### config.mk
export PLATFORM = sky130hd
export DESIGN_NAME = alu_op_sched
export DESIGN_NICKNAME = d
export VERILOG_FILES = /design/src/rtl/alu_pkg.sv /design/src/rtl/alu_op_sched_res_mux.sv /design/src/rtl/alu_op_sched.sv
export SDC_FILE = /design/constraint.sdc
export NUM_CORES = 1
export LEC_CHECK = 0
export ABC_AREA = 0
export CORE_MARGIN = 10
export CORE_UTILIZATION = 32
export CTS_CLUSTER_SIZE = 24
export DETAILED_ROUTE_END_ITERATION = 8
export GPL_TIMING_DRIVEN = 0
export HOLD_SLACK_MARGIN = 0.1
export PLACE_DENSITY = 0.67
export RECOVER_POWER = 100
export SLEW_MARGIN = 5
export SYNTH_ARGS = -nofsm -noshare
export SYNTH_HDL_FRONTEND = slang
export SYNTH_SLANG_ARGS = --single-unit
### constraint.sdc
create_clock -name clk -period 3.05 [get_ports clk]
set_input_delay 0.305 -clock clk [delete_from_list [all_inputs] [get_ports clk]]
set_output_delay 0.305 -clock clk [all_outputs]
set_load 0.02 [all_outputs]
### src/rtl/alu_pkg.sv
// Shared definitions for the ALU scheduler and the units it drives:
// operation codes, operand/result widths and scheduler state encoding.
package alu_pkg;

  localparam int OP_W  = 4;
  localparam int OPD_W = 16;
  localparam int RES_W = 32;

  localparam logic [OP_W-1:0] DT_ADD   = 4'h0;
  localparam logic [OP_W-1:0] DT_MUL_S = 4'h1;
  localparam logic [OP_W-1:0] DT_MUL_U = 4'h2;
  localparam logic [OP_W-1:0] DT_DIV   = 4'h3;

  typedef enum logic [1:0] {
    ST_IDLE  = 2'd0,
    ST_ISSUE = 2'd1,
    ST_WAIT  = 2'd2,
    ST_RESP  = 2'd3
  } sched_state_e;

endpackage

### src/rtl/alu_op_sched_res_mux.sv
// Picks the done pulse and result of the unit addressed by the current
// opcode; every other unit's outputs are invisible to the scheduler.
module alu_op_sched_res_mux
  import alu_pkg::*;
(
  input  logic [OP_W-1:0]  dtype,
  input  logic             mul_s_done,
  input  logic [RES_W-1:0] mul_s_result,
  input  logic             mul_u_done,
  input  logic [RES_W-1:0] mul_u_result,
  input  logic             div_done,
  input  logic [RES_W-1:0] div_result,
  output logic             sel_done,
  output logic [RES_W-1:0] sel_result
);

  // Route only the selected unit's handshake; unknown codes never complete
  always_comb begin
    sel_done   = 1'b0;
    sel_result = '0;
    case (dtype)
      DT_MUL_S: begin
        sel_done   = mul_s_done;
        sel_result = mul_s_result;
      end
      DT_MUL_U: begin
        sel_done   = mul_u_done;
        sel_result = mul_u_result;
      end
      DT_DIV: begin
        sel_done   = div_done;
        sel_result = div_result;
      end
      default: begin
        sel_done   = 1'b0;
        sel_result = '0;
      end
    endcase
  end

endmodule

### src/rtl/alu_op_sched.sv
// One-at-a-time sequencer between the command parser and the ALU units.
// Additions and trivially failing requests are answered locally; multiplies
// and divides are issued with a single start pulse and awaited with a
// bounded timeout.
module alu_op_sched
  import alu_pkg::*;
#(
  parameter int TIMEOUT = 64,
  parameter int TO_W    = 7
) (
  input  logic             clk,
  input  logic             n_rst,
  input  logic             req_valid,
  output logic             req_ready,
  input  logic [OP_W-1:0]  req_op,
  input  logic [OPD_W-1:0] req_a,
  input  logic [OPD_W-1:0] req_b,
  output logic             alu_start,
  output logic [OP_W-1:0]  alu_dtype,
  output logic [OPD_W-1:0] alu_m,
  output logic [OPD_W-1:0] alu_q,
  input  logic             mul_s_done,
  input  logic [RES_W-1:0] mul_s_result,
  input  logic             mul_u_done,
  input  logic [RES_W-1:0] mul_u_result,
  input  logic             div_done,
  input  logic [RES_W-1:0] div_result,
  output logic             res_valid,
  input  logic             res_ready,
  output logic [RES_W-1:0] res_data,
  output logic             res_err,
  output logic             busy
);

  sched_state_e     state;
  logic [TO_W-1:0]  to_cnt;
  logic             sel_done;
  logic [RES_W-1:0] sel_result;

  // 17-bit signed sum of the operands, sign-extended to the result width
  function automatic logic [RES_W-1:0] add_sext(input logic signed [OPD_W-1:0] a,
                                                input logic signed [OPD_W-1:0] b);
    logic signed [OPD_W:0] ae;
    logic signed [OPD_W:0] be;
    logic signed [OPD_W:0] s;
    ae = a;
    be = b;
    s  = ae + be;
    return {{(RES_W-OPD_W-1){s[OPD_W]}}, s};
  endfunction

  // Requests that can never produce a unit result are rejected in IDLE
  function automatic logic is_reject(input logic [OP_W-1:0]  op,
                                     input logic [OPD_W-1:0] b);
    return (op > DT_DIV) || ((op == DT_DIV) && (b == '0));
  endfunction

  alu_op_sched_res_mux u_res_mux (
    .dtype        (alu_dtype),
    .mul_s_done   (mul_s_done),
    .mul_s_result (mul_s_result),
    .mul_u_done   (mul_u_done),
    .mul_u_result (mul_u_result),
    .div_done     (div_done),
    .div_result   (div_result),
    .sel_done     (sel_done),
    .sel_result   (sel_result)
  );

  assign req_ready = (state == ST_IDLE);
  assign busy      = (state != ST_IDLE);

  // Scheduler FSM with registered unit-side and response-side outputs
  always_ff @(posedge clk) begin
    if (!n_rst) begin
      state     <= ST_IDLE;
      to_cnt    <= '0;
      alu_start <= 1'b0;
      alu_dtype <= '0;
      alu_m     <= '0;
      alu_q     <= '0;
      res_valid <= 1'b0;
      res_data  <= '0;
      res_err   <= 1'b0;
    end else begin
      alu_start <= 1'b0;
      case (state)
        ST_IDLE: begin
          if (req_valid) begin
            alu_dtype <= req_op;
            alu_m     <= req_a;
            alu_q     <= req_b;
            if (req_op == DT_ADD) begin
              res_data  <= add_sext(req_a, req_b);
              res_err   <= 1'b0;
              res_valid <= 1'b1;
              state     <= ST_RESP;
            end else if (is_reject(req_op, req_b)) begin
              res_data  <= '0;
              res_err   <= 1'b1;
              res_valid <= 1'b1;
              state     <= ST_RESP;
            end else begin
              // start rises with the ISSUE state so it lasts exactly one cycle
              alu_start <= 1'b1;
              state     <= ST_ISSUE;
            end
          end
        end
        ST_ISSUE: begin
          to_cnt <= '0;
          state  <= ST_WAIT;
        end
        ST_WAIT: begin
          // done is tested first so it wins over a coincident timeout
          if (sel_done) begin
            res_data  <= sel_result;
            res_err   <= 1'b0;
            res_valid <= 1'b1;
            state     <= ST_RESP;
          end else if (to_cnt == TO_W'(TIMEOUT - 1)) begin
            res_data  <= '0;
            res_err   <= 1'b1;
            res_valid <= 1'b1;
            state     <= ST_RESP;
          end else begin
            to_cnt <= to_cnt + 1'b1;
          end
        end
        ST_RESP: begin
          if (res_ready) begin
            res_valid <= 1'b0;
            state     <= ST_IDLE;
          end
        end
        default: state <= ST_IDLE;
      endcase
    end
  end

endmodule
==> Yosys cells after proc, flatten, opt, wreduce, memory -nomap -nowiden <==
Index checks and enable logic that the tools add are counted.
{ "totals": {"register_bits": 80, "input_bits": 139, "output_inout_bits": 73, "word_cells": 74} }
{ "op_classes": {"addsub": 2, "n_lt_le_gt_ge": 1, "n_eq_ne": 14, "n_mux": 30, "n_bitwise": 3, "n_reduce_logical": 15} }
{ "ops": {"columns": ["operator", "n"], "rows": [
  ["2-to-1 mux 32 bit", 5],
  ["one-hot mux 32 bit (3 select lines)", 1],
  ["one-hot mux 32 bit (2 select lines)", 1],
  ["adder 16 x 16 -> 17 bit", 1],
  ["logical NOT 16 bit", 1],
  ["2-to-1 mux 7 bit", 2],
  ["one-hot mux 7 bit (2 select lines)", 1],
  ["equality test 4 x 2 -> 1 bit, second input constant", 3],
  ["2-to-1 mux 2 bit", 6],
  ["2-to-1 mux 1 bit", 10],
  ["inequality test 2 bit, second input constant", 4],
  ["one-hot mux 2 bit (4 select lines)", 1],
  ["adder 7 x 1 -> 7 bit, second input constant", 1],
  ["equality test 7 x 6 -> 1 bit, second input constant", 1],
  ["one-hot mux 1 bit (3 select lines)", 2],
  ["AND reduction 3 bit", 2],
  ["nonzero test 2 bit", 3],
  ["AND reduction 5 bit", 1],
  ["equality test 2 bit, second input constant", 2],
  ["equality test 4 x 1 -> 1 bit, second input constant", 1],
  ["greater-than comparator 4 x 2 -> 1 bit, second input constant", 1],
  ["logical NOT 4 bit", 1],
  ["AND reduction 4 bit", 1],
  ["OR reduction 4 bit", 1],
  ["other kinds (10)", 12]
]} }

==> Depth between registers and ports, before layout <==
{ "depth": {"word_depth": 7, "ltp_mapped": 10, "ltp_nobuf": 9} }

==> By module <==
From an unflattened synthesis, not the netlist that was laid out.
{ "hier_totals": {"hier_cells": 574, "area_unflattened_um2": 5106.1} }
{ "by_module_without_submodules": {"columns": ["mod", "n_inst", "cells_per_inst", "area_per_inst_um2", "seq_area_each_um2"], "rows": [
  ["alu_op_sched", 1, 495, 4165.2, 1601.5],
  ["alu_op_sched_res_mux", 1, 79, 940.9, 0.0]
]} }

==> Worst setup path before layout <==
Ideal clock, no wire load.
{ "synth_timing": {"kind": "input port to flip-flop", "start": "input req_a[0]", "end": "register res_data[31]", "setup_time_ps": 132, "t_arrival_ps": 2110, "required_time_ps": 2918, "slack_ps": 808, "stages": 10, "n_path_buf": 1, "path_cell_list": "ha_1 inv_1 fa_1 nor2b_1 o31ai_2 a32oi_1 a41o_1 a211o_1 buf_2 o211ai_1"} }
{ "synth_via": {"elab_chain_cells": 4} }
{ "synth_rtl": {"columns": ["element", "line", "source"], "rows": [
  ["start, declared", "alu_op_sched.sv:16", "input logic [OPD_W-1:0] req_a,"],
  ["adder 16 x 16 -> 17 bit", "alu_op_sched.sv:48", "s = ae + be;"],
  ["2-to-1 mux 32 bit", "alu_op_sched.sv:93", "if (req_op == DT_ADD) begin"],
  ["2-to-1 mux 32 bit", "alu_op_sched.sv:89", "if (req_valid) begin"],
  ["one-hot mux 32 bit (2 select lines)", "alu_op_sched.sv:87", "case (state)"],
  ["end signal, assigned", "alu_op_sched.sv:94", "res_data <= add_sext(req_a, req_b);"],
  ["end signal, assigned", "alu_op_sched.sv:117", "res_data <= sel_result;"],
  ["end, declared", "alu_op_sched.sv:30", "output logic [RES_W-1:0] res_data,"]
]} }
Every way passes these cells. The select of a mux whose other input is x is not followed.
A chain may end at the register's enable or synchronous reset.

==> Worst setup path in the final report <==
Same ends and word-level chain as after synthesis.

==> flow_summary.yaml <==
global_routing:
  grt_max_degree: 13
  grt_first_pass_wirelength_um: 28990
  gr-total-overflow: 0
  grt_pass1_vias: 5176
  antenna_found_initial: 0
  grt_usage_pct: 18.65
clock_network:
  cts_tree: "built"
  clock_latency_ps: 340
  post-cts-setup-buffers: 0
  clock-sinks: 80
  root_buffer: "clkbuf_16"
  cts_max_level: 3
  numCtsBuffers: 9
  path_clk_slew_ps: 60
  cts_buffer_depth: 2
sta:
  worst_slack_ps: 157.5
  final-max-slew-violation-count: 0
  slew_headroom_pct: 20.06
  hold_violations: 0
  fin_skew_ps: 6.108
  fmax_mhz: 345.7
  setup_viol: 0
  worst_pin_slew_ps: 1183
  period_share_pct: 94.84
  period_minus_slack_ps: 2892
  rsz0062_at_grt: "no"
logic_synthesis:
  async_flop_share_pct: 0
  avgSynthCellArea_um2: 8.418
  synth-edff-count: 0
  syn_nets: 691
  synth_most_common_cell: "nand2_1"
  yosysWarnings: 0
  yosysSeqAreaShare_pct: 35.89
  yosys.area.top_type_share_pct: 35.89
  synth_cell_type_count: 62
  synth_common_cells: "nand2_1 (93), dfxtp_1 (80), a21boi_0 (38), a222oi_1 (32), clkbuf_1 (28)"
  syn_area_um2: 4462
  yosys.area.top_type: "dfxtp_1"
  ys.flop_type: "dfxtp_1"
  synthTopCellsByArea: "dfxtp_1 (36%), nand2_1 (7.8%), a222oi_1 (7.2%)"
  synth_cells: 530
  ys_ff_latch: 80
routing:
  viasPerCell: 5.437
  drt_iter0_markers: 406
  antenna_left: 0
  drc_errors: 0
  wl_um: 18650
  drt_first_pass_iters: 9
  vias: 5084
  wl_per_cell_um: 19.94
die:
  start_util_pct: 32.39
  io_pins: 212
  die_area_um2: 19070
  core-area_um2: 13770
  die_h_um: 138.1
  rows: 43
  die_w_um: 138.1
worst_hold_path:
  hp-class: "flip-flop to flip-flop"
  hp-start: "res_valid$_SDFFE_PN0P_"
setup_path:
  cp_slowest_stage_delay_ps: 460
  crit_path_max_fanout: 10
  end_kind: "flip-flop"
  arrival_ps: 3150
  crit_family: "compound AO/OA/AOI/OAI gates"
  path_cells: "clkdlybuf4s50_1 -> ha_1 -> inv_1 -> fa_1 -> nor2b_1 -> o31ai_1 -> a32oi_1 -> a41o_1 -> a211o_1 -> buf_2 -> o211ai_1"
  startpoint: "req_a[0]"
  crit_buf_inv: 3
  critPathSlowestCell: "clkdlybuf4s50_1"
  reg2reg_from: "alu_dtype[1]$_SDFFE_PN0P_"
  crit_required_ps: 3310
  worst_setup_path_start_kind: "input port"
  path_class: "input port to flip-flop"
final_layout:
  layout-drive-gt1-share_pct: 3.709
  register_area_um2: 1602
  fill_cells: 1329
  multiInputGateArea_um2: 2658
  diodes: 0
  area_growth_syn_to_layout_pct: 58.78
  finalInstanceArea_um2: 7084
  fin_nets: 912
placed_design:
  place_ws_ps: -146.2
  port_buffers: 210
  hpwlAfterDp_um: 15400
  routabilityCongestion: 0.8833
  placedInstanceArea_um2: 6789
flow_run:
  drv_cap: 0
power_and_ir_drop:
  cellLeakagePower_nw: 2.753
  vdd_drop_max_mv: 0.3134
  power.density_nw_per_um2: 607.3
run_status:
  outcome: "completed"
[through the flow]
stage | instances | hold WS, ps | total power, mW | TNS [ps] | utilization, %
finish | 935 | 456.2 | 4.303 | 0 | 51.44
global route | 935 | 479.7 | 4.564 | 0 | 51.44
CTS | 935 | 448.2 | 4.409 | 0 | 51.52
detailed placement | 920 | 455.1 | 3.289 | -1236 | 49.29
global placement | 920 | 449.2 | 3.263 | -839.2 | 49.29
floorplan | 530 | 449.9 | 2.429 | 0 | -
[placed cells by master (no fill, tap or decap), types with 3 or more instances in the layout]
cell               n
nand4_1            3
a21boi_0          39
dlygate4sd3_1     73
nor3_1             6
nor2_1            22
xor2_1             9
xnor2_1            6
or3_1              5
a31oi_1            3
nor2b_1            3
a21oi_1           27
nand3_1           25
a222oi_1          32
o21ai_0           17
clkbuf_16          9
o211a_1            5
buf_2              3
o31ai_1            3
clkdlybuf4s50_1  137
inv_1             13
o21a_1             4
o221ai_1           6
nor4_1             3
dfxtp_1           80
clkbuf_1          30
ha_1              21
o211ai_1          23
nand2_1           93
clkbuf_8           3
mux2i_1            3
[layer usage]
metal | global-route usage, % | routed length [um]
met5 | 0 | 0
met4 | 5.161 | 360
met2 | 32.28 | 9190
met1 | 21.91 | 7702
met3 | 5.274 | 1395
[registers in the layout, indices dropped and copies added (netlist names)]
register   cells
res_valid      1
state          2
alu_start      1
res_data      32
alu_q         16
res_err        1
alu_dtype      4
to_cnt         7
alu_m         16
[timing repair]
item,in CTS,in global routing
hold buffers,0,0
endpoints found under the setup margin,0,10
hold endpoints to repair,0,0
resized for setup,0,1
[cells by family (layout without fill, tap and decap cells)]
logic type,count (synthesis),after routing,synth area share (%)
adders and majority gates,22,22,6.338
DFF,80,80,35.89
and+or+nand+nor,186,186,19.77
xor gates and xnor gates,15,15,2.945
muxes,4,4,0.9254
buffers and inverters,49,274,4.347
AOI/OAI and AO/OA,174,174,29.78
[area by class of cell]
cell class / count / share of cell area [%]
Inverter: 13 / 0.6888
Multi-Input combinational cell: 401 / 37.51
Clock inverter: 3 / 0.5652
Tap cell: 180 / 3.179
Timing Repair Buffer: 210 / 29.67
Clock buffer: 12 / 3.762
Sequential cell: 80 / 22.61
Buffer: 36 / 2.013
[worst reg2reg max path, stage by stage, from the launching register on]
cell and delay [ps]:
dfxtp_1 450, nor4bb_1 1030, clkbuf_1 470, clkbuf_1 430
a222oi_1 180, o211ai_1 180
[worst paths after layout]
check | end | slack, ps | cells past startpoint
max | res_data[31]$_SDFFE_PN0P_ | 160 | 11
min reg2reg | res_valid$_SDFFE_PN0P_ | 460 | 2
min | res_valid$_SDFFE_PN0P_ | 460 | 2
max reg2reg | res_data[28]$_SDFFE_PN0P_ | 240 | 5
[power by group]
part           internal, mW  total (mW)  switching (mW)
Combinational         0.770        1.86            1.09
Clock                 0.693        1.11           0.418
Sequential             1.23        1.34           0.109
(Power assumes the default switching activity.)
